<file path="src/rtl/sigrnd_pipe_pkg.sv">
// Shared types and field-boundary constants for the significand rounding stage.
package fpu_rnd_pkg;

  typedef enum logic [2:0] {
    RM_RNE = 3'b000,
    RM_RZ  = 3'b001,
    RM_RU  = 3'b010,
    RM_RD  = 3'b011,
    RM_RMM = 3'b100
  } rm_t;

  localparam int unsigned SIG_W_D   = 53;
  localparam int unsigned SIG_W_S   = 24;
  localparam int unsigned EXP_MAX_D = 2047;
  localparam int unsigned EXP_MAX_S = 255;

  localparam int unsigned KEPT_LO_D = 75;
  localparam int unsigned RND_D     = 74;
  localparam int unsigned KEPT_LO_S = 104;
  localparam int unsigned RND_S     = 103;

  typedef struct packed {
    logic [SIG_W_D-1:0] kept;
    logic               inc;
    logic               inx;
    logic [10:0]        exp;
    logic               db;
    logic               tiny;
    logic               ovf1;
  } s1_t;

endpackage

</file>
<file path="src/rtl/sigrnd_pipe_if.sv">
// Valid/ready bus between normshift, the rounding stage and the packer.
interface sigrnd_pipe_if;
  import fpu_rnd_pkg::*;

  logic               in_valid;
  logic               in_ready;
  logic [127:0]       fn;
  logic [10:0]        en;
  logic               s;
  logic [2:0]         rm;
  logic               db;
  logic               tiny_in;
  logic               ovf1_in;
  logic               out_valid;
  logic               out_ready;
  logic [SIG_W_D-1:0] f_out;
  logic [10:0]        e_out;
  logic               inx;
  logic               ovf2;
  logic               tiny_out;
  logic               ovf1_out;

  modport slave (
    input  in_valid, fn, en, s, rm, db, tiny_in, ovf1_in, out_ready,
    output in_ready, out_valid, f_out, e_out, inx, ovf2, tiny_out, ovf1_out
  );

  modport master (
    output in_valid, fn, en, s, rm, db, tiny_in, ovf1_in, out_ready,
    input  in_ready, out_valid, f_out, e_out, inx, ovf2, tiny_out, ovf1_out
  );

endinterface

</file>
<file path="src/rtl/sigrnd_pipe_rnd_decide.sv">
// Rounding increment / inexact decision. SIGRND_RMM_EN enables ties-away for rm=100.
module rnd_decide
  import fpu_rnd_pkg::*;
(
  input  logic lsb,
  input  logic r,
  input  logic st,
  input  logic s,
  input  rm_t  rm,
  output logic inc,
  output logic inx
);

  always_comb begin
    inx = r | st;
    case (rm)
      RM_RZ:   inc = 1'b0;
      RM_RU:   inc = ~s & (r | st);
      RM_RD:   inc = s & (r | st);
`ifdef SIGRND_RMM_EN
      RM_RMM:  inc = r;
`endif
      default: inc = r & (st | lsb);
    endcase
  end

endmodule

</file>
<file path="src/rtl/sigrnd_pipe.sv">
// Two-stage significand rounder with valid/ready flow control.
// Optional feature: SIGRND_RMM_EN (round-to-nearest ties-away on rm=100).
module sigrnd_pipe
  import fpu_rnd_pkg::*;
(
  input  logic               clk,
  input  logic               rst,
  sigrnd_pipe_if.slave       bus
);

  logic [SIG_W_D-1:0] kept;
  logic               r, st, inc1, inx1;
  logic [10:0]        exp_in;
  s1_t                s1_d, s1_q;
  logic               s1_v_q, s2_v_q;
  logic               adv, in_rdy;

  logic [SIG_W_D:0]   sum;
  logic               carry;
  logic [10:0]        emax;
  logic [SIG_W_D-1:0] f_d, f_q;
  logic [10:0]        e_d, e_q;
  logic               ovf2_d, ovf2_q, inx_q, tiny_q, ovf1_q;

  always_comb begin
    if (bus.db) begin
      kept   = bus.fn[127 -: SIG_W_D];
      r      = bus.fn[RND_D];
      st     = |bus.fn[RND_D-1:0];
      exp_in = bus.en;
    end else begin
      kept   = {{(SIG_W_D-SIG_W_S){1'b0}}, bus.fn[127 -: SIG_W_S]};
      r      = bus.fn[RND_S];
      st     = |bus.fn[RND_S-1:0];
      exp_in = {3'b000, bus.en[7:0]};
    end
  end

  rnd_decide u_dec (
    .lsb (kept[0]),
    .r   (r),
    .st  (st),
    .s   (bus.s),
    .rm  (rm_t'(bus.rm)),
    .inc (inc1),
    .inx (inx1)
  );

  always_comb begin
    s1_d      = '0;
    s1_d.kept = kept;
    s1_d.inc  = inc1;
    s1_d.inx  = inx1;
    s1_d.exp  = exp_in;
    s1_d.db   = bus.db;
    s1_d.tiny = bus.tiny_in;
    s1_d.ovf1 = bus.ovf1_in;
  end

  // On carry-out the sum is exactly 2^W, so sum>>1 is the 1.000..0 pattern for either width.
  always_comb begin
    sum    = {1'b0, s1_q.kept} + {{SIG_W_D{1'b0}}, s1_q.inc};
    carry  = s1_q.db ? sum[SIG_W_D] : sum[SIG_W_S];
    emax   = s1_q.db ? 11'(EXP_MAX_D) : 11'(EXP_MAX_S);
    f_d    = carry ? sum[SIG_W_D:1] : sum[SIG_W_D-1:0];
    e_d    = s1_q.exp;
    if (carry) e_d = (s1_q.exp == emax) ? emax : s1_q.exp + 11'd1;
    ovf2_d = carry & (e_d == emax);
  end

  assign adv    = ~s2_v_q | bus.out_ready;
  assign in_rdy = ~s1_v_q | adv;

  always_ff @(posedge clk) begin
    if (rst) begin
      s1_v_q <= 1'b0;
      s1_q   <= '0;
      s2_v_q <= 1'b0;
      f_q    <= '0;
      e_q    <= '0;
      inx_q  <= 1'b0;
      ovf2_q <= 1'b0;
      tiny_q <= 1'b0;
      ovf1_q <= 1'b0;
    end else begin
      if (in_rdy) begin
        s1_v_q <= bus.in_valid;
        if (bus.in_valid) s1_q <= s1_d;
      end
      if (adv) begin
        s2_v_q <= s1_v_q;
        if (s1_v_q) begin
          f_q    <= f_d;
          e_q    <= e_d;
          inx_q  <= s1_q.inx;
          ovf2_q <= ovf2_d;
          tiny_q <= s1_q.tiny;
          ovf1_q <= s1_q.ovf1;
        end
      end
    end
  end

  assign bus.in_ready  = in_rdy;
  assign bus.out_valid = s2_v_q;
  assign bus.f_out     = f_q;
  assign bus.e_out     = e_q;
  assign bus.inx       = inx_q;
  assign bus.ovf2      = ovf2_q;
  assign bus.tiny_out  = tiny_q;
  assign bus.ovf1_out  = ovf1_q;

endmodule

</file>
<file path="src/flat_wrapper.sv">
// flat-port wrapper written by rule: the top's interface ports become plain ports
module sigrnd_pipe_flat import fpu_rnd_pkg::*;
  (clk, rst, bus_in_valid, bus_fn, bus_en, bus_s, bus_rm, bus_db, bus_tiny_in, bus_ovf1_in, bus_out_ready, bus_in_ready, bus_out_valid, bus_f_out, bus_e_out, bus_inx, bus_ovf2, bus_tiny_out, bus_ovf1_out);
  sigrnd_pipe_if bus_i ();
  input  logic clk;
  input  logic rst;
  input wire logic [$bits(bus_i.in_valid)-1:0] bus_in_valid;
  input wire logic [$bits(bus_i.fn)-1:0] bus_fn;
  input wire logic [$bits(bus_i.en)-1:0] bus_en;
  input wire logic [$bits(bus_i.s)-1:0] bus_s;
  input wire logic [$bits(bus_i.rm)-1:0] bus_rm;
  input wire logic [$bits(bus_i.db)-1:0] bus_db;
  input wire logic [$bits(bus_i.tiny_in)-1:0] bus_tiny_in;
  input wire logic [$bits(bus_i.ovf1_in)-1:0] bus_ovf1_in;
  input wire logic [$bits(bus_i.out_ready)-1:0] bus_out_ready;
  output wire logic [$bits(bus_i.in_ready)-1:0] bus_in_ready;
  output wire logic [$bits(bus_i.out_valid)-1:0] bus_out_valid;
  output wire logic [$bits(bus_i.f_out)-1:0] bus_f_out;
  output wire logic [$bits(bus_i.e_out)-1:0] bus_e_out;
  output wire logic [$bits(bus_i.inx)-1:0] bus_inx;
  output wire logic [$bits(bus_i.ovf2)-1:0] bus_ovf2;
  output wire logic [$bits(bus_i.tiny_out)-1:0] bus_tiny_out;
  output wire logic [$bits(bus_i.ovf1_out)-1:0] bus_ovf1_out;
  assign bus_i.in_valid = bus_in_valid;
  assign bus_i.fn = bus_fn;
  assign bus_i.en = bus_en;
  assign bus_i.s = bus_s;
  assign bus_i.rm = bus_rm;
  assign bus_i.db = bus_db;
  assign bus_i.tiny_in = bus_tiny_in;
  assign bus_i.ovf1_in = bus_ovf1_in;
  assign bus_i.out_ready = bus_out_ready;
  assign bus_in_ready = bus_i.in_ready;
  assign bus_out_valid = bus_i.out_valid;
  assign bus_f_out = bus_i.f_out;
  assign bus_e_out = bus_i.e_out;
  assign bus_inx = bus_i.inx;
  assign bus_ovf2 = bus_i.ovf2;
  assign bus_tiny_out = bus_i.tiny_out;
  assign bus_ovf1_out = bus_i.ovf1_out;
  sigrnd_pipe u_core (.clk(clk), .rst(rst), .bus(bus_i));
endmodule
</file>
<file path="config.mk">
export PLATFORM = sky130hd
export DESIGN_NAME = sigrnd_pipe_flat
export DESIGN_NICKNAME = d
export VERILOG_FILES = /design/src/rtl/sigrnd_pipe_pkg.sv /design/src/rtl/sigrnd_pipe_if.sv /design/src/rtl/sigrnd_pipe_rnd_decide.sv /design/src/rtl/sigrnd_pipe.sv /design/src/flat_wrapper.sv
export SDC_FILE = /design/constraint.sdc
export NUM_CORES = 1
export LEC_CHECK = 0
export BUFFER_PORTS_ARGS = -buffer_cell sky130_fd_sc_hd__buf_2
export CORE_MARGIN = 4
export CORE_UTILIZATION = 57
export CTS_CLUSTER_SIZE = 8
export DETAILED_ROUTE_END_ITERATION = 8
export PLACE_DENSITY_LB_ADDON = 0.3
export SETUP_SLACK_MARGIN = 0.15
export SLEW_MARGIN = 30
export SYNTH_ARGS = -nofsm -noshare
export SYNTH_HDL_FRONTEND = slang
export SYNTH_SLANG_ARGS = --single-unit
</file>
<file path="constraint.sdc">
create_clock -name clk -period 7.85 [get_ports clk]
set_clock_uncertainty 0.1 [all_clocks]
set_input_delay 0.785 -clock clk [delete_from_list [all_inputs] [get_ports clk]]
set_output_delay 0.785 -clock clk [all_outputs]
set_load 0.02 [all_outputs]
</file>
==> metrics.csv, run 1 <==
stage,metric,value,unit
route,wire per inst,18.0,µm
yosys,Synth warnings,0,
timing,Slew @ Worst Pin,0.870,ns
clocking,Post-CTS Hold Fix Bufs,0,
place,quantity of I/O buffers inserted on ports,219,
global_route,vias in the first global route,7852,
global_route,grt ovf,0,
finish,NumNets Final,1348,
yosys,syn_nets,1184,
hold_path,worst hold path depth,2,
finish,"commonest non-fill, non-tap cell in the layout",buf_2,
timing,Final setup violation count,0,
critical_path,CP Class,register to register,
timing,Fmax achieved,0.264,GHz
yosys,number of library cell types mapped by synthesis,78,
place,GPL Wtd Cong,0.975,
yosys,post-synthesis compound-gate area fraction,20.4,%
yosys,sequential area share after synthesis,35.2,%
finish,layout cell share with drive strength beyond 1,24.2,%
route,detailed-router iteration count before antenna repair,6,
global_route,grt met3 use,7.58,%
clocking,CTS tree,done,
yosys,cells after synthesis,1031,
place,placed instance area,0.00894,mm²
finish,multi-input logic area,0.00474,mm²
finish,Seq. cell area,0.00278,mm²
global_route,met2 Resource Use GR,47.4,%
timing,Max-slew headroom,41.8,%
pwr,pwr dens,196,mW/mm²
yosys,Post-Synth Simple-Gate Area,29.7,%
floorplan,Die W,126,µm
floorplan,I/O pin count,220,
timing,TNS Setup,0,ns
pwr,worst vdd ir,0.155,mV
critical_path,Worst EP required,8.06,ns
yosys,share of synthesized area spent on multiplexers,4.86,%
clocking,clock sinks,139,
floorplan,initial core utilization,59.0,%
clocking,Root Driver,clkbuf_16,
route,DRC viols,0,
global_route,largest net degree at the start of global routing,82,
route,Vias,8463,
clocking,"Gates resized, CTS repair",0,
timing,Fin. Hold Viols,0,
yosys,number of enable flip-flop cells after synthesis,0,
floorplan,Die Area,0.0158,mm²
floorplan,die height,126,µm
yosys,Synth Flop Type,dfxtp_1,
yosys,Synth Area in XOR/XNOR,4.21,%
finish,most frequent cells in the layout,"218 x buf_2, 186 x nand2_1, 139 x dfxtp_1",
yosys,Mapped Area,0.00791,mm²
floorplan,Placeable Area,0.0134,mm²
clocking,CTS Buf Count,17,
finish,fin area,0.00956,mm²
yosys,Avg Synthesized Cell Area,7.67,µm²
hold_path,Hold EP,u_core.bus.f_out[31],
run,# Max-Cap Violations,0,
clocking,Clock Path Buffers,2,
critical_path,R2R Setup Slk,4.07,ns
finish,Diodes inserted,0,
clocking,Worst-Skew Late Latency,0.43,ns
pwr,leak pwr,3.82,nW
global_route,GRT busiest layer,met2,
place,DPL Wire Length,18.3,mm
clocking,Post-CTS Setup Bufs,0,
route,Avg Vias per Cell,6.11,
yosys,Yosys reg bits,139,
floorplan,Rows,42,
route,initial DRC count,889,
yosys,largest family of logic cells by synthesized area,simple AND/OR/NAND/NOR gates,
global_route,GR Layer Usage met1,41.2,%
global_route,total track usage,30.6,%
place,Inst Count DP,1352,
yosys,adder-cell area share of the yosys netlist,0.474,%
timing,final worst-path cycle share,48.2,%
critical_path,RR Startpoint,u_core.s1_q[34],
hold_path,HP Class,register to register,
status,status,"finished, final reports clean",
critical_path,endpoint class of the critical path,register,
critical_path,FF-to-FF End,u_core.bus.f_out[18],
critical_path,Critical Path AT,4.00,ns
finish,"Area growth, synth to finish",20.8,%
global_route,initial antenna violation count,0,
critical_path,R2R cell count,9,
route,drt total wl,24.9,mm
finish,fillcell total,1134,
route,Antenna Nets Post-Route,0,
timing,Final Slew Violations,0,
finish,Post-Layout Cell Count,1384,
timing,unrepaired setup endpoints after global routing,false,
pwr,Tot Pwr,0.00187,W
clocking,CTS H-tree lvls,4,
global_route,global-route wire length before repair,39.3,mm
critical_path,CP Max Fanout,44,
timing,crit path time final,3.78,ns
hold_path,hold_sp,u_core.bus.f_out[31],
critical_path,Startpoint Class,register,
clocking,"Reg clk slew, reported paths",0.06,ns
yosys,Async SR Flop Fraction,0,%
-- worst max-delay path by stage --
stage / startpoint / end / slack [ns] / depth (start not counted)
2_1_floorplan: u_core.s1_q[15] / u_core.bus.f_out[45] / 5.15 / 10
3_5_place_dp: u_core.s1_q[35] / u_core.bus.f_out[18] / 4.19 / 9
5_1_grt: u_core.s1_q[34] / u_core.bus.f_out[40] / 3.89 / 9
3_3_place_gp: u_core.s1_q[34] / u_core.bus.f_out[18] / 4.30 / 9
4_1_cts: u_core.s1_q[34] / u_core.bus.f_out[18] / 4.17 / 9
6_report: u_core.s1_q[34] / u_core.bus.f_out[18] / 4.07 / 9
-- cells by family after synthesis --
logic type               count (synthesis)
multiplexers                            38
adder cells (fa/ha/maj)                  3
AO/OA/AOI/OAI                          250
AND/OR/NAND/NOR                        472
buffers and inverters                   91
flip-flops                             139
XOR/XNOR                                38
-- critical path: stages (launching register included) --
cell and delay [ns]:
dfxtp_1 0.54, nand4_4 0.20, nor3_1 0.55, nand4_4 0.33
o21a_4 0.33, nor2_4 0.47, buf_4 0.50, nor2_1 0.11
a211o_1 0.29, a32o_1 0.24
-- state kept, by name (all words and copies together), names as in the netlist --
| register | flops |
|---|---|
| u_core.bus.ovf2 | 1 |
| u_core.bus.e_out | 11 |
| u_core.bus.ovf1_out | 1 |
| u_core.s1_v_q | 1 |
| u_core.bus.tiny_out | 1 |
| u_core.bus.inx | 1 |
| u_core.bus.out_valid | 1 |
| u_core.s1_q | 69 |
| u_core.bus.f_out | 53 |
-- per-layer routing --
layer / vias to the layer above / routed length (µm)
met1: 3851 / 10200
met2: 493 / 11100
met4: 0 / 768
li1: 4057 / -
met5: - / 0
met3: 62 / 2790
-- synth_stat cells (all sizes together) (3+ instances only) --
library cell | count | area [µm²]
nand2 | 188 | 716
dfxtp | 139 | 2780
a21oi | 106 | 531
nor2 | 81 | 314
nand3 | 76 | 385
clkbuf | 59 | 221
mux2i | 35 | 350
nor4 | 35 | 255
o21ai | 31 | 166
a211oi | 29 | 218
o211ai | 25 | 188
buf | 22 | 149
nor3 | 21 | 138
nand4 | 20 | 174
xnor2 | 19 | 166
xor2 | 19 | 166
and4 | 11 | 96.3
and3 | 10 | 62.6
inv | 10 | 37.5
a31oi | 9 | 56.3
or3 | 7 | 48.8
a22o | 5 | 43.8
a32o | 5 | 50.1
nand2b | 5 | 31.3
nor2b | 5 | 31.3
and2 | 4 | 25.0
o221ai | 4 | 35.0
o31a | 4 | 35.0
o31ai | 4 | 35.0
a311oi | 3 | 26.3
ha | 3 | 37.5
mux2 | 3 | 33.8
-- stage by stage --
step           hold slack [ns]  worst slack (ns)  utilization (%)
6_report                 0.345              4.07             71.3
5_1_grt                  0.364              3.89             71.3
4_1_cts                  0.350              4.17             71.3
3_5_place_dp             0.343              4.19             66.7
3_3_place_gp             0.336              4.30             66.7
2_1_floorplan            0.332              5.15                -
-- power breakdown --
part           switching [W]  internal (W)  leakage, nW
Sequential         0.0000423      0.000739         1.14
Combinational       0.000158     0.0000962         2.39
Clock               0.000303      0.000532        0.294
-- layout make-up --
cell class,instances,area share [%]
clock inverter,10,1.45
timing repair buffer,226,12.0
tap,176,2.30
clock buffer,22,5.07
multi-input combinational,801,49.6
sequential,139,29.1
inverter,10,0.393
Power figures use the tool's default switching activity.
==> inputs of run 2 (changes only) <==
CORE_UTILIZATION = 48   (was 57)
clock period = 3.3 ns   (was 7.85 ns; I/O delays follow)
==> metrics.csv, run 2 (synthesized netlist as in run 1, its figures left out) <==
stage,metric,value,unit,change
global_route,grt ovf,0,,unchanged
global_route,largest net degree at the start of global routing,57,,-30%
place,GPL Wtd Cong,0.956,,-1.9%
critical_path,endpoint class of the critical path,register,,
critical_path,CP max-delay cell,or3_1,,
floorplan,initial core utilization,49.4,%,-9.6 points
route,Vias,8602,,+1.6%
finish,Diodes inserted,0,,unchanged
finish,Post-Layout Cell Count,1464,,+5.8%
critical_path,CP Class,register to register,,
critical_path,R2R cell count,11,,+2
timing,TNS Setup,0,ns,unchanged
floorplan,Die W,136,µm,+8.4%
timing,Slew @ Worst Pin,0.638,ns,-0.232 ns
timing,final worst-path cycle share,90.8,%,+43 points
floorplan,Die Area,0.0186,mm²,+18%
hold_path,hold_sp,bus_en[4],,
clocking,Root Driver,clkbuf_16,,
status,status,"finished, final reports clean",,
critical_path,CP Max Fanout,18,,-59%
route,wire per inst,17.8,µm,-0.94%
timing,Fin. Hold Viols,0,,unchanged
pwr,worst vdd ir,0.380,mV,+150%
finish,"Area growth, synth to finish",26.4,%,
clocking,CTS tree,done,,
clocking,"Reg clk slew, reported paths",0.06,ns,about the same
route,DRC viols,0,,unchanged
global_route,global-route wire length before repair,40.8,mm,+3.8%
clocking,CTS H-tree lvls,4,,unchanged
route,drt total wl,26.1,mm,+4.8%
finish,max FFs per register,69,,unchanged
clocking,CTS Buf Count,17,,unchanged
critical_path,FF-to-FF End,u_core.bus.e_out[1],,
finish,"commonest non-fill, non-tap cell in the layout",buf_2,,
critical_path,Worst EP required,3.49,ns,-4.57 ns
pwr,pwr dens,450,mW/mm²,+130%
critical_path,Critical Path AT,3.18,ns,-0.82 ns
global_route,vias in the first global route,7844,,-0.10%
critical_path,worst-path cell chain,ha_2 -> ha_2 -> nand4_1 -> or3_4 -> or3_1 -> nand3_4 -> nand2_8 -> buf_4 -> or3_1 -> o211ai_1 -> a21oi_1,,
global_route,total track usage,27.9,%,-2.7 points
clocking,clock sinks,139,,unchanged
global_route,initial antenna violation count,0,,unchanged
hold_path,worst hold path depth,3,,+1
finish,NumNets Final,1389,,+3.0%
floorplan,Rows,46,,+9.5%
finish,Reg with most FFs,u_core.s1_q,,
route,Antenna Nets Post-Route,0,,unchanged
pwr,leak pwr,4.05,nW,+5.9%
clocking,Clock Path Buffers,2,,unchanged
finish,most frequent cells in the layout,"218 x buf_2, 186 x nand2_1, 139 x dfxtp_1",,
clocking,Worst-Skew Late Latency,0.42,ns,about the same
critical_path,delay of the slowest critical-path stage,0.42,ns,-0.13 ns
floorplan,Placeable Area,0.0160,mm²,+19%
timing,Final Slew Violations,0,,unchanged
timing,Fmax achieved,0.334,GHz,+26%
hold_path,HP Class,input pin to register,,
timing,Final setup violation count,0,,unchanged
floorplan,I/O pin count,220,,unchanged
critical_path,RR Startpoint,u_core.s1_q[15],,
timing,crit path time final,2.99,ns,-0.789 ns
place,quantity of I/O buffers inserted on ports,219,,unchanged
hold_path,Hold EP,u_core.s1_q[7],,
critical_path,Startpoint Class,register,,
clocking,Post-CTS Hold Fix Bufs,0,,unchanged
critical_path,crit path from,u_core.s1_q[15],,
critical_path,R2R Setup Slk,0.31,ns,-3.76 ns
run,# Max-Cap Violations,0,,unchanged
timing,Max-slew headroom,57.1,%,+15 points
timing,unrepaired setup endpoints after global routing,false,,
place,Inst Count DP,1430,,+5.8%
route,Avg Vias per Cell,5.88,,-3.9%
place,DPL Wire Length,19.8,mm,+8.6%
route,detailed-router iteration count before antenna repair,8,,+2
finish,layout cell share with drive strength beyond 1,26.8,%,+2.6 points
route,initial DRC count,860,,-3.3%
floorplan,die height,136,µm,+8.4%
## run 2: cell types whose count changed in the layout (fill, tap and decap cells not counted), moves of 2 or more
| cell | change |
|---|---|
| buf_12 | +4 |
| buf_4 | +35 |
| ha_1 | -2 |
| ha_2 | +2 |
## run 2: area by class of cell
cell class,instances,area (µm²)
inverter,10,37.5
sequential,139,2780
clock buffer,20,467
tap,216,270
fill,1528,6000
clock inverter,11,144
multi-input combinational,801,4760
timing repair buffer,267,1530
## run 2: where the power goes
part | switching (W) | internal (W) | leakage, nW
combinational | 0.000402 | 0.000274 | 2.62
sequential | 0.0000899 | 0.00176 | 1.14
clock | 0.000734 | 0.00124 | 0.290
total | 0.00123 | 0.00327 | 4.05
## run 2: how the worst max path moves through the flow
stage / to / slack (ns) / cells after the start
after floorplan: u_core.bus.f_out[45] / 0.60 / 10
after global placement: u_core.bus.f_out[36] / 0.28 / 11
after detailed placement: u_core.bus.f_out[36] / 0.12 / 11
after CTS: u_core.bus.e_out[1] / 0.19 / 11
after global routing: u_core.bus.ovf2 / 0.15 / 10
final: u_core.bus.e_out[1] / 0.31 / 11
## run 2: worst max-delay path, delay by kind of cell (launching register included)
kind            cells  cell delay [ns]
simple gates        6             1.58
fa+ha+maj           2             0.46
buf+inv             1             0.21
flops               1             0.34
compound gates      2             0.16
## run 2: stage by stage
step                util (%)  total power (W)  worst slack, ns  hold WS [ns]  area, µm²
floorplan                  -          0.00226            0.598         0.332       7910
global placement        58.2          0.00253            0.278         0.335       9320
detailed placement      58.2          0.00254            0.124         0.341       9320
CTS                     62.1          0.00450            0.190        0.0379       9930
global route            62.5          0.00466            0.154        0.0529      10000
finish                  62.5          0.00450            0.305        0.0481      10000
## run 2: routing by layer
layer	track usage, %	part of all wire [%]
met4	9.41	2.6
met3	6.03	10
met2	43.9	46
met1	38.1	42
met5	0	0
## run 2: repair_timing
action                     4_1_cts  5_1_grt
setup endpoints to repair        2       20
buffers inserted                 0        2
gates resized for setup          1        5
gates cloned                     0        0
